===== src/rtl/uart_tx_feeder.sv =====
// Elastic byte FIFO between the UART receiver and transmitter: captures each completed Rx byte
// and replays it to Tx with a request/busy handshake, so echoed bursts are not lost.
module uart_tx_feeder #(
  parameter int unsigned DATA_W       = 8,
  parameter int unsigned DEPTH_LOG2   = 4,
  parameter int unsigned SEND_TIMEOUT = 65535
) (
  input  logic                src_clk,
  input  logic                rst_n,
  input  logic                ena,
  input  logic [DATA_W-1:0]   rx_data,
  input  logic                rx_bussy,
  input  logic                tx_bussy,
  input  logic                clear_err,
  output logic [DATA_W-1:0]   tx_data,
  output logic                tx_send,
  output logic [DEPTH_LOG2:0] count,
  output logic                empty,
  output logic                full,
  output logic                overflow,
  output logic                tx_timeout
);

  localparam int unsigned Depth       = 2 ** DEPTH_LOG2;
  localparam int unsigned TimerW      = $clog2(SEND_TIMEOUT + 1);
  localparam int unsigned TimeoutLast = SEND_TIMEOUT - 1;

  localparam logic [DEPTH_LOG2:0]   CountFull = Depth[DEPTH_LOG2:0];
  localparam logic [DEPTH_LOG2:0]   CountOne  = 1;
  localparam logic [DEPTH_LOG2-1:0] PtrOne    = 1;
  localparam logic [TimerW-1:0]     TimerLast = TimeoutLast[TimerW-1:0];
  localparam logic [TimerW-1:0]     TimerOne  = 1;

  typedef enum logic [1:0] {StIdle, StReq, StBusy} state_e;

  state_e                state_q, state_d;
  logic                  rxb_meta_q, rxb_meta_d, rxb_s_q, rxb_s_d, rxb_prev_q, rxb_prev_d;
  logic                  txb_meta_q, txb_meta_d, txb_s_q, txb_s_d;
  logic [DEPTH_LOG2-1:0] wr_ptr_q, wr_ptr_d, rd_ptr_q, rd_ptr_d;
  logic [DEPTH_LOG2:0]   count_q, count_d;
  logic [DATA_W-1:0]     mem_q [Depth];
  logic [DATA_W-1:0]     mem_d [Depth];
  logic [DATA_W-1:0]     tx_data_q, tx_data_d;
  logic                  tx_send_q, tx_send_d;
  logic                  overflow_q, overflow_d, tx_timeout_q, tx_timeout_d;
  logic [TimerW-1:0]     timer_q, timer_d;
  logic                  push_req, push, pop, ovf_evt, timeout_evt;

  assign empty = (count_q == '0);
  assign full  = (count_q == CountFull);

  always_comb begin
    rxb_meta_d = rx_bussy;
    rxb_s_d    = rxb_meta_q;
    rxb_prev_d = rxb_s_q;
    txb_meta_d = tx_bussy;
    txb_s_d    = txb_meta_q;

    // A falling edge of the synchronised Rx busy flag marks a completed byte
    push_req = rxb_prev_q & ~rxb_s_q & ena;
    pop      = (state_q == StIdle) & ~empty & ena & ~txb_s_q;
    // A simultaneous pop frees a slot, so a push into a full FIFO still lands
    push     = push_req & (~full | pop);
    ovf_evt  = push_req & ~push;

    mem_d = mem_q;
    if (push) mem_d[wr_ptr_q] = rx_data;
    wr_ptr_d = push ? wr_ptr_q + PtrOne : wr_ptr_q;
    rd_ptr_d = pop  ? rd_ptr_q + PtrOne : rd_ptr_q;

    case ({push, pop})
      2'b10:   count_d = count_q + CountOne;
      2'b01:   count_d = count_q - CountOne;
      default: count_d = count_q;
    endcase

    state_d     = state_q;
    tx_data_d   = tx_data_q;
    tx_send_d   = tx_send_q;
    timer_d     = timer_q;
    timeout_evt = 1'b0;
    case (state_q)
      StIdle: begin
        if (pop) begin
          tx_data_d = mem_q[rd_ptr_q];
          tx_send_d = 1'b1;
          timer_d   = '0;
          state_d   = StReq;
        end
      end
      StReq: begin
        if (txb_s_q) begin
          tx_send_d = 1'b0;
          state_d   = StBusy;
        end else if (timer_q == TimerLast) begin
          tx_send_d   = 1'b0;
          timeout_evt = 1'b1;
          state_d     = StIdle;
        end else begin
          timer_d = timer_q + TimerOne;
        end
      end
      StBusy: begin
        if (!txb_s_q) state_d = StIdle;
      end
      default: state_d = StIdle;
    endcase

    overflow_d   = (overflow_q & ~clear_err) | ovf_evt;
    tx_timeout_d = (tx_timeout_q & ~clear_err) | timeout_evt;
  end

  always_ff @(posedge src_clk) begin
    if (!rst_n) begin
      state_q      <= StIdle;
      rxb_meta_q   <= 1'b0;
      rxb_s_q      <= 1'b0;
      rxb_prev_q   <= 1'b0;
      txb_meta_q   <= 1'b0;
      txb_s_q      <= 1'b0;
      wr_ptr_q     <= '0;
      rd_ptr_q     <= '0;
      count_q      <= '0;
      tx_data_q    <= '0;
      tx_send_q    <= 1'b0;
      timer_q      <= '0;
      overflow_q   <= 1'b0;
      tx_timeout_q <= 1'b0;
    end else begin
      state_q      <= state_d;
      rxb_meta_q   <= rxb_meta_d;
      rxb_s_q      <= rxb_s_d;
      rxb_prev_q   <= rxb_prev_d;
      txb_meta_q   <= txb_meta_d;
      txb_s_q      <= txb_s_d;
      wr_ptr_q     <= wr_ptr_d;
      rd_ptr_q     <= rd_ptr_d;
      count_q      <= count_d;
      tx_data_q    <= tx_data_d;
      tx_send_q    <= tx_send_d;
      timer_q      <= timer_d;
      overflow_q   <= overflow_d;
      tx_timeout_q <= tx_timeout_d;
    end
  end

  // Storage needs no reset: occupancy is tracked by count_q alone
  always_ff @(posedge src_clk) begin
    mem_q <= mem_d;
  end

  assign tx_data    = tx_data_q;
  assign tx_send    = tx_send_q;
  assign count      = count_q;
  assign overflow   = overflow_q;
  assign tx_timeout = tx_timeout_q;

endmodule


===== config.mk =====
export PLATFORM = sky130hd
export DESIGN_NAME = uart_tx_feeder
export DESIGN_NICKNAME = d
export VERILOG_FILES = /design/src/rtl/uart_tx_feeder.sv
export SDC_FILE = /design/constraint.sdc
export NUM_CORES = 1
export LEC_CHECK = 0
export BUFFER_PORTS_ARGS = -buffer_cell sky130_fd_sc_hd__buf_2
export CAP_MARGIN = 20
export CORE_MARGIN = 3
export CORE_UTILIZATION = 23
export DETAILED_ROUTE_END_ITERATION = 8
export PLACE_DENSITY = 0.43
export SYNTH_ARGS = -nofsm -noshare
export SYNTH_HDL_FRONTEND = slang
export SYNTH_SLANG_ARGS = --single-unit

===== constraint.sdc =====
create_clock -name src_clk -period 5 [get_ports src_clk]
set_input_delay 0.5 -clock src_clk [delete_from_list [all_inputs] [get_ports src_clk]]
set_output_delay 0.5 -clock src_clk [all_outputs]
set_load 0.03 [all_outputs]

# == Word level (Yosys, flattened, before mapping) ==
# Index checks and enable logic that the tools add are counted.
# op_classes
reduce_logical,9
n_eq_ne,11
bitwise,20
add_sub_neg,5
order_cmp,3
n_mux,23
# ops
op,n
$bwmux W128,1
$mux W16,3
$bmux W8 S4,1
$demux W8 S4,1
$pmux W16 S2,1
$mux W8,3
$add A16 B1 Y16 const B,1
$eq A16 B16 Y1 const B,1
$ge A5 B5 Y1 const B,2
$not A4 Y5,2
$pmux W5 S2,1
$and A1 B1 Y1,9
$add A4 B1 Y4 const B,2
$mux W2,4
$ne A2 B2 Y1 const B,4
$mux W1,6
$not A1 Y1,6
$pmux W2 S3,1
$reduce_and A3 Y1,2
$add A5 B1 Y5 const B,1
$eq A5 B5 Y1 const B,1
$logic_not A5 Y1,1
$lt A5 B1 Y1 const B,1
$sub A5 B1 Y5 const B,1
10 further kinds,15
# word_totals
reg_bits,175
inputBits,14
output_inout_bits,18
word_cells,101

# == Depth between registers and ports, before layout ==
# depth
word_depth,10
ltp_mapped,11
ltp_nobuf,11

# == Worst setup path before layout ==
# Ideal clock, no wire load.
# synth_timing
kind,reg2reg
start,register count_q[0] (netlist: count[0])
end,register count_q[4] (netlist: count[4])
required_ns,4.881
path_slack_ns,2.058
setup_ns,0.119
t_arrival_ns,2.823
path_buffers,0
synth_period_minus_slack_ns,2.942
stages_incl_launch_ff,11
path_cell_list,dfxtp_1 > or4_4 > o211ai_4 > inv_2 > ha_1 > ha_1 > nor2b_1 > o21ai_0 > a21oi_1 > or3b_2 > mux2i_1
# synth_via
elab_chain_len,9
elab_cells_between_ends,15
classes_between,add/sub (2); eq/ne (3); mux (1); bitwise (7); reduce/logical (2)
# synth_lines
element,line,rtl
"start, declared",40,"logic [DEPTH_LOG2:0] count_q, count_d;"
"start signal, assigned",138,count_q <= count_d;
$logic_not A5 Y1 *,49,assign empty = (count_q == '0);
$not A1 Y1 *,61,pop = (state_q == StIdle) & ~empty & ena & ~txb_s_q;
$and A1 B1 Y1 * (3 in a row),61,
named net pop,47,"logic push_req, push, pop, ovf_evt, timeout_evt;"
$or A1 B1 Y1,63,push = push_req & (~full | pop);
$and A1 B1 Y1,63,
$eq A2 B1 Y1 / $eq A2 B2 Y1 (equally long branches),71,"case ({push, pop})"
$pmux W5 S2 / $reduce_bool A2 Y1 (equally long branches),-,
# Mark *: on every way through the listed nets, which the timed path passes. The rest lies on a longest branch.
# A chain may end at the register's enable or synchronous reset.

# == Worst setup path after layout ==
# Ends and elaborated chain as after synthesis.

==> metrics.md <==
| Metric | Value |
|---|---|
| DRC viols | `0` |
| FF+latch count, synth | `175` |
| Worst r2r dst | `count[4]$_SDFFE_PN0P_` |
| Reg-to-Reg Start | `count[0]$_SDFFE_PN0P_` |
| Critical path fanouts, max | `23` |
| Pint | `2.391 mW` |
| Global route overflow | `0` |
| Fillers | `3107` |
| Syn Inst Count | `465` |
| Layout cells sized above 1 | `22.44%` |
| Final Hold Vio Count | `0` |
| Nets | `521` |
| Most common cell type on the critical path | `ha_1` |
| Post-Syn Area | `7174 um^2` |
| WS Path Type | `register to register` |
| IO buf count | `31` |
| Number of global-route vias before repair | `4138` |
| Leak | `2.743 nW` |
| Effective utilization at floorplan | `23.39%` |
| Final TNS setup | `0 ns` |
| Worst path cell trace | `or4_4 -> o211ai_4 -> inv_2 -> ha_1 -> ha_1 -> nor2b_1 -> o21ai_0 -> a21oi_1 -> or3b_2 -> mux2i_1` |
| Reg clk slew, reported paths | `0.06 ns` |
| Worst skew pair latency | `0.43 ns` |
| Clock skew | `0.01312 ns` |
| Die Wd | `182.6 um` |
| Total number of vias | `3985` |
| Switching power total | `676.9 uW` |
| Final ANT Viol Nets | `0` |
| Outcome | `complete, no violations` |
| Simple-Gate Fraction of Synth Area | `10.13%` |
| Compound-Gate Fraction of Synth Area | `4.831%` |
| All-layer global routing usage | `10.03%` |
| Routability Congestion | `0.7301` |
| CTS Root Cell | `clkbuf_16` |
| Cell Count, Final, Fillers Out | `904` |
| Max frequency | `276.9 MHz` |
| Fin crit share | `72.22%` |
| Largest net degree at the start of global routing | `36` |
| Core area | `30670 um^2` |
| Syn avg cell area | `15.43 um^2` |
| Critical Path Source | `count[0]$_SDFFE_PN0P_` |
| Sequential area share after synthesis | `66.69%` |
| Critical Path AT | `3.92 ns` |
| Dpl ws | `1.392 ns` |
| CP Data Required Time | `5.31 ns` |
| Routed WL per cell | `17.68 um` |
| Iter 0 DRT Violations | `364` |
| Primary FF master, synth | `edfxtp_1` |
| Synth unique cells | `58` |
| Placed Instances | `872` |
| Max Cap Viol | `0` |
| CTS Buffer Depth | `2` |
| Largest family of logic cells by synthesized area | `multiplexers` |
| Critical path launch point type | `register` |
| Power share of the combinational group | `2.4%` |
| H-tree levels | `4` |
| Hold Path Sink | `rxb_meta_q$_SDFF_PN0_` |
| ANT cells | `0` |
| Adder-Cell Fraction of Synth Area | `2.197%` |
| CP max-delay cell | `o211ai_4` |
| Crit. End Element | `register` |
| Clock power share | `46.6%` |
| Setup Fix Bufs, Post-CTS | `0` |
| # IOs | `32` |
| CTS tree | `yes` |
| Pwr Density | `365.2 nW/um^2` |
| Syn Nets | `491` |
| Sw frac | `22.07%` |
| Hold path depth | `2` |
| Crit-path max cell delay | `0.63 ns` |
| Commonest non-fill, non-tap cells in the layout | `edfxtp_1 (128), dfxtp_1 (46), nor2_1 (36)` |
| RSZ-0062 raised after global routing | `no` |
| Global-route wire length before repair | `25070 um` |
| R2R cell count | `10` |
| Die height | `182.6 um` |
| Syn. warnings | `0` |
| Final Max Slew Viols | `0` |
| Most common cell after layout, fill and taps aside | `edfxtp_1` |
| TritonCTS Buffers | `17` |
| TritonCTS Sinks | `175` |
| Ys async rst share | `0%` |
| Final Util | `27.39%` |
| Slew headroom | `29.67%` |
| Setup ws final | `1.389 ns` |
| Tmin final | `3.611 ns` |
| Worst Hold Launch | `rx_bussy` |
| Seq pwr share | `51.0%` |
| CTS resizes | `0` |
| Rows | `64` |
| Die area | `33350 um^2` |
| Hold_buf cts | `0` |
| Post-DP HPWL | `10020 um` |
| Post-Synth XOR/XNOR Area | `0.9766%` |
| Final hold slack | `0.2861 ns` |
| Hold/Removal Path Class | `input port to register` |
| P&R area growth vs syn | `17.07%` |
| VDD IR-drop max | `0.2281 mV` |
| Setup violators final | `0` |
| Slew @ Worst Pin | `1.051 ns` |
| R2R setup slack | `1.39 ns` |
| Drt total wl | `15980 um` |
| First drt pass iteration count | `4` |
| Mux cell area share after synthesis | `12.99%` |
| Number of enable flip-flop cells after synthesis | `128` |
| Initial antenna violation count | `0` |
| Vias per cell | `4.408` |
==> metrics by stage <==
stage	power (mW)	instance area, um^2
final	3.068	8399
after detailed placement	1.672	7761
after floorplan	1.637	7174
after global routing	3.180	8399
after CTS	3.106	8399
after global placement	1.669	7761
==> synthesized netlist by cell type, types with 4 or more instances <==
cell type	n	area [um^2]
nor3_1	10	50.05
nand4_1	5	31.28
nand2_1	17	63.81
nor2b_1	5	31.28
dfxtp_1	47	940.9
a31oi_1	4	25.02
mux4_2	32	720.7
mux2i_1	20	200.2
o21ai_0	6	30.03
ha_1	11	137.6
nor2_1	36	135.1
inv_1	12	45.04
buf_2	4	20.02
xor2_1	6	52.55
nand2b_1	12	75.07
and2_1	6	37.54
clkbuf_1	13	48.80
edfxtp_1	128	3844
o221ai_1	9	78.83
a21oi_1	13	65.06
nand3_1	22	110.1
==> logic make-up after synthesis <==
group                      Yosys count
xor gates and xnor gates             8
AOI/OAI and AO/OA                   48
adders and majority gates           12
muxes                               53
DFF                                175
and+or+nand+nor                    133
buffers and inverters               36
==> state kept, by name, summed over array words and instances (netlist names), 2 cells and up <==
signal and count:
wr_ptr_q 4, timer_q 16, count 5, rd_ptr_q 4, tx_data 8, mem_q 128, state_q 2
==> power groups by stage <==
stage / Sequential, mW / Combinational [mW] / Clock [mW]
after global routing: 1.56 / 0.0822 / 1.53
after floorplan: 1.60 / 0.0370 / 0
after global placement: 1.60 / 0.0726 / 0
after detailed placement: 1.60 / 0.0753 / 0
final: 1.56 / 0.0737 / 1.43
after CTS: 1.56 / 0.0755 / 1.47
==> critical path, delay by kind of cell (launching register included) <==
family                     cells  cell delay [ns]
and+or+nand+nor                3             1.19
AOI/OAI and AO/OA              3             0.95
adders and majority gates      2             0.63
DFF                            1             0.37
buffers and inverters          1             0.22
muxes                          1             0.13
==> final cells by class <==
class / count / area [um^2] / area share [%]
clock buffers: 17 / 425.4 / 5.065
inverters: 13 / 48.80 / 0.5810
well taps: 396 / 495.5 / 5.899
flip-flops and latches: 175 / 4786 / 56.98
clock inverters: 15 / 212.7 / 2.532
repair buffers: 34 / 177.7 / 2.115
multi-input cells: 254 / 2253 / 26.83
==> routing by layer <==
layer | share of wire [%] | GRT usage [%]
met3 | 5.5 | 2.472
met5 | 0 | 0
met2 | 47 | 15.30
met4 | 0.56 | 3.382
met1 | 47 | 13.99
==> worst max path at each step <==
stage / to / depth (start not counted) / slack [ns]
floorplan: count[4]$_SDFFE_PN0P_ / 10 / 2.06
global placement: count[4]$_SDFFE_PN0P_ / 10 / 1.48
finish: count[4]$_SDFFE_PN0P_ / 10 / 1.39
CTS: count[4]$_SDFFE_PN0P_ / 10 / 1.38
detailed placement: count[4]$_SDFFE_PN0P_ / 10 / 1.39
global route: count[4]$_SDFFE_PN0P_ / 10 / 1.12
Note: power is estimated with default switching activity, not from simulation.
